### src/rtl/hilo_pkg.sv
// Shared definitions for the HI/LO multiply/divide unit: op encodings, FSM states, op classifiers.
// The divide ops are only legal when HILO_DIV_EN is defined (see hilo_muldiv_unit).
package hilo_pkg;

   localparam logic [3:0] HILO_OP_MULT  = 4'd0;
   localparam logic [3:0] HILO_OP_MULTU = 4'd1;
   localparam logic [3:0] HILO_OP_MADD  = 4'd2;
   localparam logic [3:0] HILO_OP_MADDU = 4'd3;
   localparam logic [3:0] HILO_OP_MSUB  = 4'd4;
   localparam logic [3:0] HILO_OP_MSUBU = 4'd5;
   localparam logic [3:0] HILO_OP_DIV   = 4'd6;
   localparam logic [3:0] HILO_OP_DIVU  = 4'd7;
   localparam logic [3:0] HILO_OP_MTHI  = 4'd8;
   localparam logic [3:0] HILO_OP_MTLO  = 4'd9;

   typedef enum logic [1:0] {
      ST_IDLE   = 2'd0,
      ST_CALC   = 2'd1,
      ST_FINISH = 2'd2
   } hilo_state_t;

   function automatic logic is_mul_op(input logic [3:0] op);
      return op <= HILO_OP_MSUBU;
   endfunction

   function automatic logic is_div_op(input logic [3:0] op);
      return (op == HILO_OP_DIV) || (op == HILO_OP_DIVU);
   endfunction

   function automatic logic is_move_op(input logic [3:0] op);
      return (op == HILO_OP_MTHI) || (op == HILO_OP_MTLO);
   endfunction

   // Signed variants work on magnitudes and fix up signs at the end.
   function automatic logic is_signed_op(input logic [3:0] op);
      return (op == HILO_OP_MULT) || (op == HILO_OP_MADD) ||
             (op == HILO_OP_MSUB) || (op == HILO_OP_DIV);
   endfunction

endpackage

### src/rtl/hilo_muldiv_unit_if.sv
// Issue/result bundle between the EX stage and the HI/LO multiply/divide unit.
interface hilo_muldiv_unit_if #(parameter int WIDTH = 32);

   logic             start;
   logic [3:0]       op;
   logic [WIDTH-1:0] a;
   logic [WIDTH-1:0] b;
   logic             flush;
   logic             busy;
   logic             done;
   logic             div_zero;
   logic [WIDTH-1:0] hi_out;
   logic [WIDTH-1:0] lo_out;

   modport master (
      output start, op, a, b, flush,
      input  busy, done, div_zero, hi_out, lo_out
   );

   modport slave (
      input  start, op, a, b, flush,
      output busy, done, div_zero, hi_out, lo_out
   );

endinterface

### src/rtl/hilo_iter_core.sv
// Shared WIDTH-iteration datapath: radix-2 shift-add multiply and (with HILO_DIV_EN) restoring divide.
// Operands arrive as unsigned magnitudes; sign fix-up is done by the caller.
module hilo_iter_core #(
   parameter int WIDTH = 32,
   parameter int CNT_W = $clog2(WIDTH + 1)
) (
   input  logic               clk,
   input  logic               rst,
   input  logic               load,
   input  logic               run,
   input  logic               clear,
`ifdef HILO_DIV_EN
   input  logic               is_div,
`endif
   input  logic [WIDTH-1:0]   op_a,
   input  logic [WIDTH-1:0]   op_b,
   output logic [2*WIDTH-1:0] acc,
   output logic               last
);

   logic [WIDTH-1:0]   opb_q;
   logic [CNT_W-1:0]   cnt;
   logic [2*WIDTH-1:0] acc_next;
   logic [WIDTH:0]     mul_sum;
`ifdef HILO_DIV_EN
   logic [WIDTH:0]     div_upper;
   logic [WIDTH:0]     div_diff;
`endif

   // Multiply: add the multiplicand into the upper half when the low bit is set, then shift right.
   // Divide: shift the remainder/dividend pair left and keep the trial subtraction if it did not borrow.
   always_comb begin
      mul_sum  = {1'b0, acc[2*WIDTH-1:WIDTH]} + (acc[0] ? {1'b0, opb_q} : '0);
      acc_next = {mul_sum, acc[WIDTH-1:1]};
`ifdef HILO_DIV_EN
      div_upper = acc[2*WIDTH-1:WIDTH-1];
      div_diff  = div_upper - {1'b0, opb_q};
      if (is_div) begin
         if (div_upper >= {1'b0, opb_q})
            acc_next = {div_diff[WIDTH-1:0], acc[WIDTH-2:0], 1'b1};
         else
            acc_next = {div_upper[WIDTH-1:0], acc[WIDTH-2:0], 1'b0};
      end
`endif
   end

   always_ff @(posedge clk or posedge rst) begin
      if (rst) begin
         acc   <= '0;
         opb_q <= '0;
         cnt   <= '0;
      end else if (clear) begin
         cnt <= '0;
      end else if (load) begin
         acc   <= {{WIDTH{1'b0}}, op_a};
         opb_q <= op_b;
         cnt   <= CNT_W'(WIDTH);
      end else if (run && (cnt != '0)) begin
         acc <= acc_next;
         cnt <= cnt - 1'b1;
      end
   end

   assign last = (cnt == CNT_W'(1));

endmodule

### src/rtl/hilo_muldiv_unit.sv
// Multi-cycle multiply/divide unit owning the HI/LO pair; FSM, sign handling, accumulate and HI/LO registers.
// Define HILO_DIV_EN to build DIV/DIVU and the DivZero flag; otherwise ops 6/7 are ignored as reserved.
module hilo_muldiv_unit
   import hilo_pkg::*;
#(
   parameter int WIDTH = 32,
   parameter int CNT_W = $clog2(WIDTH + 1)
) (
   input  logic               clk,
   input  logic               rst,
   hilo_muldiv_unit_if.slave  bus
);

   hilo_state_t        state;
   logic               busy_q;
   logic               done_q;
   logic [WIDTH-1:0]   hi_q;
   logic [WIDTH-1:0]   lo_q;
   logic [3:0]         op_q;
   logic [WIDTH-1:0]   a_q;
   logic [2*WIDTH-1:0] hilo_q;
   logic               neg_q;
`ifdef HILO_DIV_EN
   logic               rem_neg_q;
   logic               dz_q;
   logic               div_zero_q;
   logic               dz_now;
   logic [WIDTH-1:0]   quo;
   logic [WIDTH-1:0]   rem;
`endif

   logic               op_valid;
   logic               op_signed;
   logic               accept;
   logic               skip_calc;
   logic [WIDTH-1:0]   a_mag;
   logic [WIDTH-1:0]   b_mag;
   logic [2*WIDTH-1:0] core_acc;
   logic               core_last;
   logic [2*WIDTH-1:0] product;
   logic [2*WIDTH-1:0] finish_hilo;

   // Decode the issue request; a Start alongside Flush is dropped even when idle.
   always_comb begin
      op_valid  = is_mul_op(bus.op) || is_move_op(bus.op);
`ifdef HILO_DIV_EN
      op_valid  = op_valid || is_div_op(bus.op);
      dz_now    = is_div_op(bus.op) && (bus.b == '0);
      skip_calc = is_move_op(bus.op) || dz_now;
`else
      skip_calc = is_move_op(bus.op);
`endif
      op_signed = is_signed_op(bus.op);
      accept    = (state == ST_IDLE) && bus.start && op_valid && !bus.flush;
      a_mag     = (op_signed && bus.a[WIDTH-1]) ? -bus.a : bus.a;
      b_mag     = (op_signed && bus.b[WIDTH-1]) ? -bus.b : bus.b;
   end

   hilo_iter_core #(
      .WIDTH (WIDTH),
      .CNT_W (CNT_W)
   ) u_core (
      .clk    (clk),
      .rst    (rst),
      .load   (accept),
      .run    ((state == ST_CALC) && !bus.flush),
      .clear  (bus.flush && (state != ST_IDLE)),
`ifdef HILO_DIV_EN
      .is_div (is_div_op(op_q)),
`endif
      .op_a   (a_mag),
      .op_b   (b_mag),
      .acc    (core_acc),
      .last   (core_last)
   );

   // Result selection for the FINISH write; sums wrap modulo 2^(2*WIDTH).
   always_comb begin
      product     = neg_q ? -core_acc : core_acc;
      finish_hilo = hilo_q;
`ifdef HILO_DIV_EN
      quo = neg_q ? -core_acc[WIDTH-1:0] : core_acc[WIDTH-1:0];
      rem = rem_neg_q ? -core_acc[2*WIDTH-1:WIDTH] : core_acc[2*WIDTH-1:WIDTH];
`endif
      case (op_q)
         HILO_OP_MULT, HILO_OP_MULTU: finish_hilo = product;
         HILO_OP_MADD, HILO_OP_MADDU: finish_hilo = hilo_q + product;
         HILO_OP_MSUB, HILO_OP_MSUBU: finish_hilo = hilo_q - product;
         HILO_OP_MTHI:                finish_hilo = {a_q, hilo_q[WIDTH-1:0]};
         HILO_OP_MTLO:                finish_hilo = {hilo_q[2*WIDTH-1:WIDTH], a_q};
`ifdef HILO_DIV_EN
         HILO_OP_DIV, HILO_OP_DIVU:
            finish_hilo = dz_q ? {a_q, {WIDTH{1'b1}}} : {rem, quo};
`endif
         default:                     finish_hilo = hilo_q;
      endcase
   end

   always_ff @(posedge clk or posedge rst) begin
      if (rst) begin
         state     <= ST_IDLE;
         busy_q    <= 1'b0;
         done_q    <= 1'b0;
         hi_q      <= '0;
         lo_q      <= '0;
         op_q      <= '0;
         a_q       <= '0;
         hilo_q    <= '0;
         neg_q     <= 1'b0;
`ifdef HILO_DIV_EN
         rem_neg_q  <= 1'b0;
         dz_q       <= 1'b0;
         div_zero_q <= 1'b0;
`endif
      end else begin
         done_q <= 1'b0;
         case (state)
            ST_IDLE: begin
               if (accept) begin
                  op_q   <= bus.op;
                  a_q    <= bus.a;
                  hilo_q <= {hi_q, lo_q};
                  neg_q  <= op_signed && (bus.a[WIDTH-1] ^ bus.b[WIDTH-1]);
                  busy_q <= 1'b1;
                  state  <= skip_calc ? ST_FINISH : ST_CALC;
`ifdef HILO_DIV_EN
                  rem_neg_q  <= op_signed && bus.a[WIDTH-1];
                  dz_q       <= dz_now;
                  div_zero_q <= 1'b0;
`endif
               end
            end
            ST_CALC: begin
               if (bus.flush) begin
                  busy_q <= 1'b0;
                  state  <= ST_IDLE;
               end else if (core_last) begin
                  state <= ST_FINISH;
               end
            end
            ST_FINISH: begin
               busy_q <= 1'b0;
               state  <= ST_IDLE;
               if (!bus.flush) begin
                  hi_q   <= finish_hilo[2*WIDTH-1:WIDTH];
                  lo_q   <= finish_hilo[WIDTH-1:0];
                  done_q <= 1'b1;
`ifdef HILO_DIV_EN
                  if (dz_q)
                     div_zero_q <= 1'b1;
`endif
               end
            end
            default: begin
               busy_q <= 1'b0;
               state  <= ST_IDLE;
            end
         endcase
      end
   end

   assign bus.busy   = busy_q;
   assign bus.done   = done_q;
   assign bus.hi_out = hi_q;
   assign bus.lo_out = lo_q;
`ifdef HILO_DIV_EN
   assign bus.div_zero = div_zero_q;
`else
   assign bus.div_zero = 1'b0;
`endif

endmodule

### src/flat_wrapper.sv
// flat-port wrapper written by rule: the top's interface ports become plain ports
module hilo_muldiv_unit_flat import hilo_pkg::*;
#(
   parameter int WIDTH = 32,
   parameter int CNT_W = $clog2(WIDTH + 1)
)
  (clk, rst, bus_start, bus_op, bus_a, bus_b, bus_flush, bus_busy, bus_done, bus_div_zero, bus_hi_out, bus_lo_out);
  hilo_muldiv_unit_if #(.WIDTH(WIDTH)) bus_i ();
  input  logic clk;
  input  logic rst;
  input wire logic [$bits(bus_i.start)-1:0] bus_start;
  input wire logic [$bits(bus_i.op)-1:0] bus_op;
  input wire logic [$bits(bus_i.a)-1:0] bus_a;
  input wire logic [$bits(bus_i.b)-1:0] bus_b;
  input wire logic [$bits(bus_i.flush)-1:0] bus_flush;
  output wire logic [$bits(bus_i.busy)-1:0] bus_busy;
  output wire logic [$bits(bus_i.done)-1:0] bus_done;
  output wire logic [$bits(bus_i.div_zero)-1:0] bus_div_zero;
  output wire logic [$bits(bus_i.hi_out)-1:0] bus_hi_out;
  output wire logic [$bits(bus_i.lo_out)-1:0] bus_lo_out;
  assign bus_i.start = bus_start;
  assign bus_i.op = bus_op;
  assign bus_i.a = bus_a;
  assign bus_i.b = bus_b;
  assign bus_i.flush = bus_flush;
  assign bus_busy = bus_i.busy;
  assign bus_done = bus_i.done;
  assign bus_div_zero = bus_i.div_zero;
  assign bus_hi_out = bus_i.hi_out;
  assign bus_lo_out = bus_i.lo_out;
  hilo_muldiv_unit #(.WIDTH(WIDTH), .CNT_W(CNT_W)) u_core (.clk(clk), .rst(rst), .bus(bus_i));
endmodule
### config.mk
export PLATFORM = sky130hd
export DESIGN_NAME = hilo_muldiv_unit_flat
export DESIGN_NICKNAME = d
export VERILOG_FILES = /design/src/rtl/hilo_pkg.sv /design/src/rtl/hilo_muldiv_unit_if.sv /design/src/rtl/hilo_iter_core.sv /design/src/rtl/hilo_muldiv_unit.sv /design/src/flat_wrapper.sv
export SDC_FILE = /design/constraint.sdc
export NUM_CORES = 1
export LEC_CHECK = 0
export BUFFER_PORTS_ARGS = -buffer_cell sky130_fd_sc_hd__buf_2
export CAP_MARGIN = 25
export CELL_PAD_IN_SITES_DETAIL_PLACEMENT = 0
export CELL_PAD_IN_SITES_GLOBAL_PLACEMENT = 2
export CORE_ASPECT_RATIO = 0.75
export CORE_UTILIZATION = 38
export CTS_CLUSTER_SIZE = 8
export DETAILED_ROUTE_END_ITERATION = 8
export HOLD_SLACK_MARGIN = 0.1
export PLACE_DENSITY = 0.82
export SLEW_MARGIN = 10
export SYNTH_ARGS = -nofsm -noshare
export SYNTH_HDL_FRONTEND = slang
export SYNTH_SLANG_ARGS = --single-unit
### constraint.sdc
create_clock -name clk -period 10 [get_ports clk]
set_input_delay 1 -clock clk [delete_from_list [all_inputs] [get_ports clk]]
set_output_delay 1 -clock clk [all_outputs]
set_load 0.01 [all_outputs]
Word level (Yosys, flattened, before mapping)
Index checks and enable logic that the tools add are counted.
{"block": "totals", "ff_bits": 271, "out_inout_bits": 67, "elab_cells": 92}
{"block": "op_classes", "add_sub_neg": 7, "n_lt_le_gt_ge": 1, "n_eq_ne": 18, "n_mux": 20, "bitwise": 3, "n_reduce_logical": 31}
{"cell": "$pmux W64 S5", "count": 1}
{"cell": "$mux W64", "count": 3}
{"cell": "$mux W32", "count": 3}
{"cell": "$add A64 B64 Y64", "count": 1}
{"cell": "$neg A32 Y32", "count": 2}
{"cell": "$neg A64 Y64", "count": 1}
{"cell": "$sub A64 B64 Y64", "count": 1}
{"cell": "$add A32 B33 Y33", "count": 1}
{"cell": "$mux W6", "count": 3}
{"cell": "$eq A4 B3 Y1 const B", "count": 4}
{"cell": "$eq A4 B4 Y1 const B", "count": 4}
{"cell": "$eq A4 B2 Y1 const B", "count": 3}
{"cell": "$reduce_and A2 Y1", "count": 6}
{"cell": "$logic_and A1 B1 Y1", "count": 9}
{"cell": "$logic_not A4 Y1", "count": 2}
{"cell": "$mux W2", "count": 4}
{"cell": "$eq A6 B1 Y1 const B", "count": 1}
{"cell": "$reduce_bool A6 Y1", "count": 1}
{"cell": "$reduce_or A2 Y1", "count": 3}
{"cell": "$sub A6 B1 Y6 const B", "count": 1}
{"cell": "$logic_or A1 B1 Y1", "count": 5}
{"cell": "$eq A4 B1 Y1 const B", "count": 1}
{"cell": "$le A4 B3 Y1 const B", "count": 1}
{"cell": "$mux W1", "count": 4}
{"cell": "13 further kinds", "count": 15}

Longest topological paths before layout
{"block": "depth", "word_depth": 7, "mapped_depth": 28, "depth_no_buf": 25}

By module
From an unflattened synthesis, not the netlist that was laid out.
{"block": "hier_totals", "hier_cells": 2479, "hier_area_um2": 21844.7}
{"module": "hilo_muldiv_unit", "n_inst": 1, "cells_per_inst": 1894, "area_per_inst_um2": 16022.9}
{"module": "hilo_iter_core", "n_inst": 1, "cells_per_inst": 585, "area_per_inst_um2": 5821.8}

Worst setup path before layout
OpenSTA, ideal clock, no wires.
{"block": "synth_path", "path_kind": "register to register", "start": "reg u_core.u_core.acc[0]", "end": "reg u_core.hi_q[31] (netlist: u_core.bus.hi_out[31])", "setup_time_ns": 0.141, "arrival_ns": 6.713, "setup_slack_ns": 3.146, "stages_incl_launch_ff": 28, "path_buffers": 4, "synth_period_minus_slack_ns": 6.854, "path_cell_list": "dfrtp_1 > clkbuf_1 > inv_1 > ha_1 > clkbuf_1 > or4b_2 > o31ai_1 > xor2_1 > o211ai_1 > or4_1 > nand3b_1 > or4b_1 > buf_2 > o31ai_1 > xnor2_1 > ha_1 > clkbuf_1 > inv_1 > o21bai_1 > a21oi_1 > o21ai_0 > a211o_1 > a211o_1 > o22ai_1 > nor4_1 > or4b_2 > mux2i_1 > a211oi_1"}
{"block": "synth_between", "elab_chain_cells": 4, "word_cells_on_any_way": 5, "cone_classes": "3 x add/sub; 2 x mux"}
{"item": "start: declaration", "line_no": "hilo_iter_core.sv:17", "text": "output logic [2*WIDTH-1:0] acc,"}
{"item": "start signal: assignment", "line_no": "hilo_iter_core.sv:55", "text": "acc <= {{WIDTH{1'b0}}, op_a};"}
{"item": "start signal: assignment", "line_no": "hilo_iter_core.sv:59", "text": "acc <= acc_next;"}
{"item": "$neg A64 Y64", "line_no": "hilo_muldiv_unit.sv:79", "text": "product = neg_q ? -core_acc : core_acc;"}
{"item": "$mux W64 *", "line_no": "hilo_muldiv_unit.sv:79"}
{"item": "$sub A64 B64 Y64 or $add A64 B64 Y64 (tied branches)", "line_no": "hilo_muldiv_unit.sv:88, hilo_muldiv_unit.sv:87"}
{"item": "$pmux W64 S5 *", "line_no": "hilo_muldiv_unit.sv:85", "text": "case (op_q)"}
{"item": "end signal: assignment", "line_no": "hilo_muldiv_unit.sv:145", "text": "hi_q <= finish_hilo[2*WIDTH-1:WIDTH];"}
{"item": "end: declaration", "line_no": "hilo_muldiv_unit.sv:17", "text": "logic [WIDTH-1:0] hi_q;"}
Every way passes the cells marked *; elsewhere a longest branch is shown, timed or not.
A chain may end at the register's enable or synchronous reset.

Final worst setup path
{"block": "layout_path", "start": "reg u_core.u_core.acc[1]", "end": "reg u_core.hi_q[31] (netlist: u_core.bus.hi_out[31])"}
The elaborated chain is that of the path after synthesis.

==> results.md <==
- Status: complete, no violations
- Final nets: 2930
- Post-CTS Hold Fix Bufs: 0
- First-pass GRT wire length: 127000 µm
- Via/cell ratio: 5.98
- Sw Share: 50.8%
- DR DRC count: 0
- DP HPWL: 61300 µm
- Ys flop type: dfrtp_1
- Final setup fails: 0
- Final Wtd Congestion: 0.954
- Clk pin slew, worst setup/hold paths: 50 ps
- Ratio of cells with drive above 1 in the final layout: 9.45%
- Clk Latency, worst-skew pair: 570 ps
- Initial DRC Count: 1966
- Worst slew margin: 30.7%
- Syn nets: 2907
- ANT nets after route: 0
- H-tree levels: 2
- Setup TNS: 0 ps
- Wire per inst: 23.6 µm
- Final instance area: 0.0240 mm²
- Async SR Flop Fraction: 100%
- Final period util: 79.6%
- RSZ-0062 raised after global routing: false
- Drt first pass iters: 5
- Arr. time, crit path: 8360 ps
- Dpl cell area: 0.0228 mm²
- Area delta synth->final: 10.7%
- CORE AREA: 0.0561 mm²
- Non-filler cells, final: 3494
- CP startpoint kind: flop
- Critical Path RT: 10400 ps
- CTS tree: built
- Filler Cells Inserted: 5778
- Die footprint: 0.0579 mm²
- Worst R2R Setup Slack: 2040 ps
- Initial Util: 38.6%
- Register bit count reported by yosys: 271
- Slew Limit Fails: 0
- CP Class: reg2reg
- Internal: 4.20 mW
- Pwr dens: 356 mW/mm²
- Slew @ Worst Pin: 1040 ps
- Register area: 0.00678 mm²
- Syn_area_per_cell: 7.92 µm²
- Gr ovfl total: 0
- Clk buf depth: 3
- Cells resized by post-CTS repair: 0
- Height of the chip: 209 µm
- Layout Skew: 28.4 ps
- Post-layout min period: 7960 ps
- Register area share after synthesis: 31.3%
- Static leakage: 10.6 nW
- Clk sinks: 271
- Crit path buf inv count: 1
- CP max stage delay: 780 ps
- Combinational share of power: 58.0%
- Vias: 20900
- Routed Wire Length: 82400 µm
- CP endpoint kind: flop
- Hold Violations, Final: 0
- Net Sw Power: 4.34 mW
- Hold WC Path Type: reg2reg
- Post-synth EDFFs: 0
- Port Buffer Count: 137
- Syn Inst Count: 2732
- I/O pins: 139
- Max Cap Violations: 0
- Clock share of power: 15.1%
- Peak supply drop: 0.000181 V
- Crit-path cells: inv_1 > ha_1 > or4b_2 > or4_1 > nor4_1 > nor3_1 > nor4bb_1 > nand2_1 > nor2_1 > a21oi_1 > xor2_1 > ha_1 > a21oi_1 > nor2_1 > or4b_2 > o211ai_1 > a2111oi_0 > o22ai_1 > nor4_1 > or4b_2 > mux2i_1 > a211oi_1
- Placed insts: 3443
- Vias in the first global route: 20270
- Critical Path Most Common Cell: or4b_2
- CTS Buf Count: 40
- Netlist Area Pre-Place: 0.0217 mm²
- Synth cell types: 81
- Critical Path Fanout Max: 11
- Post-CTS setup buffer count: 0
- Largest net degree at the start of global routing: 84
- Clock Tree Root: clkbuf_16
- Multi-input gate area: 0.0140 mm²
- Top Family by Delay on Critical Path: simple AND/OR/NAND/NOR gates
- Syn. warnings: 0
- FMAX: 126 MHz
- Initial antenna violation count: 4
- Gr usage total: 28.3%
- Sequential power share: 26.9%
- Chip Width: 278 µm
- Critical path's slowest cell: or4b_2
- Rows: 75
[power by group through the flow]
| stage | clock [mW] | combinational (mW) | sequential, mW |
|---|---|---|---|
| finish | 1.29 | 4.95 | 2.30 |
| global route | 1.36 | 5.45 | 2.35 |
| CTS | 1.32 | 4.90 | 2.29 |
| detailed placement | 0 | 4.86 | 2.30 |
| global placement | 0 | 4.86 | 2.29 |
| floorplan | 0 | 3.71 | 1.92 |
[metal layers]
layer / share of wire [%] / GRT usage (%) / vias up
met5: 0 / 0 / -
met4: 2.9 / 8.53 / 0
met3: 5.2 / 3.10 / 119
met2: 45 / 45.1 / 603
met1: 47 / 40.2 / 10251
li1: - / - / 9927
[final timing paths]
| path | start | end | cells after the start |
|---|---|---|---|
| setup / recovery | u_core.u_core.acc[1] | u_core.bus.hi_out[31] | 22 |
| hold / removal | u_core.u_core.opb_q[20] | u_core.u_core.opb_q[20] | 2 |
| setup reg to reg | u_core.u_core.acc[1] | u_core.bus.hi_out[31] | 22 |
| hold reg to reg | u_core.u_core.opb_q[20] | u_core.u_core.opb_q[20] | 2 |
| max in group asynchronous | rst | u_core.neg_q | 3 |
| min in group asynchronous | rst | u_core.u_core.opb_q[11] | 2 |
[flip-flops by register name, indices dropped and copies added (netlist names)]
| register | flops |
|---|---|
| u_core.a_q | 32 |
| u_core.bus.busy | 1 |
| u_core.bus.done | 1 |
| u_core.bus.hi_out | 32 |
| u_core.bus.lo_out | 32 |
| u_core.hilo_q | 64 |
| u_core.neg_q | 1 |
| u_core.op_q | 4 |
| u_core.state | 2 |
| u_core.u_core.acc | 64 |
| u_core.u_core.cnt | 6 |
| u_core.u_core.opb_q | 32 |
[cell usage after synthesis (16+ instances only)]
cell type	instances	area share, %
a21o_1	45	1.6
a21oi_1	153	3.5
a221o_1	21	0.97
a221oi_1	56	2.3
a31oi_1	44	1.3
and2_1	44	1.3
clkbuf_1	163	2.8
dfrtp_1	271	31
ha_1	101	5.8
inv_1	52	0.90
nand2_1	496	8.6
nand2b_1	30	0.87
nand3_1	72	1.7
nand4_1	32	0.92
nor2_1	185	3.2
nor3_1	48	1.1
nor4_1	32	0.92
o21a_1	50	1.7
o21ai_0	184	4.3
o21bai_1	22	0.76
o221ai_1	40	1.6
o31ai_1	43	1.5
o41ai_1	25	1.0
or3_1	26	0.75
or4_1	16	0.55
xnor2_1	115	4.7
xor2_1	144	5.8
[area by class of cell]
class / count / area share, %
Antenna cell: 1 / 0.0104
Clock buffer: 47 / 4.50
Clock inverter: 2 / 0.193
Inverter: 53 / 0.861
Multi-Input combinational cell: 2223 / 58.5
Sequential cell: 271 / 28.3
Tap cell: 731 / 3.82
Timing Repair Buffer: 166 / 3.82
[layout by cell type (no fill, tap or decap), types with 43 or more instances in the layout]
master	count
nand2_1	495
dfrtp_1	270
nor2_1	185
o21ai_0	184
a21oi_1	151
xor2_1	144
buf_2	137
xnor2_1	115
ha_1	101
nand3_1	72
a221oi_1	56
inv_1	51
o21a_1	50
nor3_1	47
a21o_1	45
and2_1	44
a31oi_1	44
o31ai_1	43
[logic make-up after synthesis]
group           count (synthesis)  synth area share [%]
other cells                     1                0.0173
buf+inv                       238                  4.22
flops                         271                  31.3
simple gates                 1056                  22.6
fa+ha+maj                     103                  6.02
compound gates                794                  24.9
mux                            10                 0.474
xor+xnor                      259                  10.5
[through the flow]
step                      utilization [%]  worst slack (ps)  power (mW)  hold slack (ps)
after floorplan                         -              1530        5.63              438
after global placement               40.7              2280        7.15              464
after detailed placement             40.7              2240        7.16              463
after CTS                            42.7              2200        8.50              473
after global routing                 42.7              1570        9.17              501
final                                42.7              2040        8.54              471
[worst register-to-register path: stages (launching register included)]
cell	delay, ps
dfrtp_1	440
inv_1	130
ha_1	430
or4b_2	790
or4_1	520
nor4_1	240
nor3_1	110
nor4bb_1	550
nand2_1	260
nor2_1	510
a21oi_1	160
xor2_1	180
ha_1	380
a21oi_1	310
nor2_1	100
or4b_2	660
o211ai_1	400
a2111oi_0	220
o22ai_1	410
nor4_1	130
or4b_2	650
mux2i_1	150
a211oi_1	70
Power figures use the tool's default switching activity.
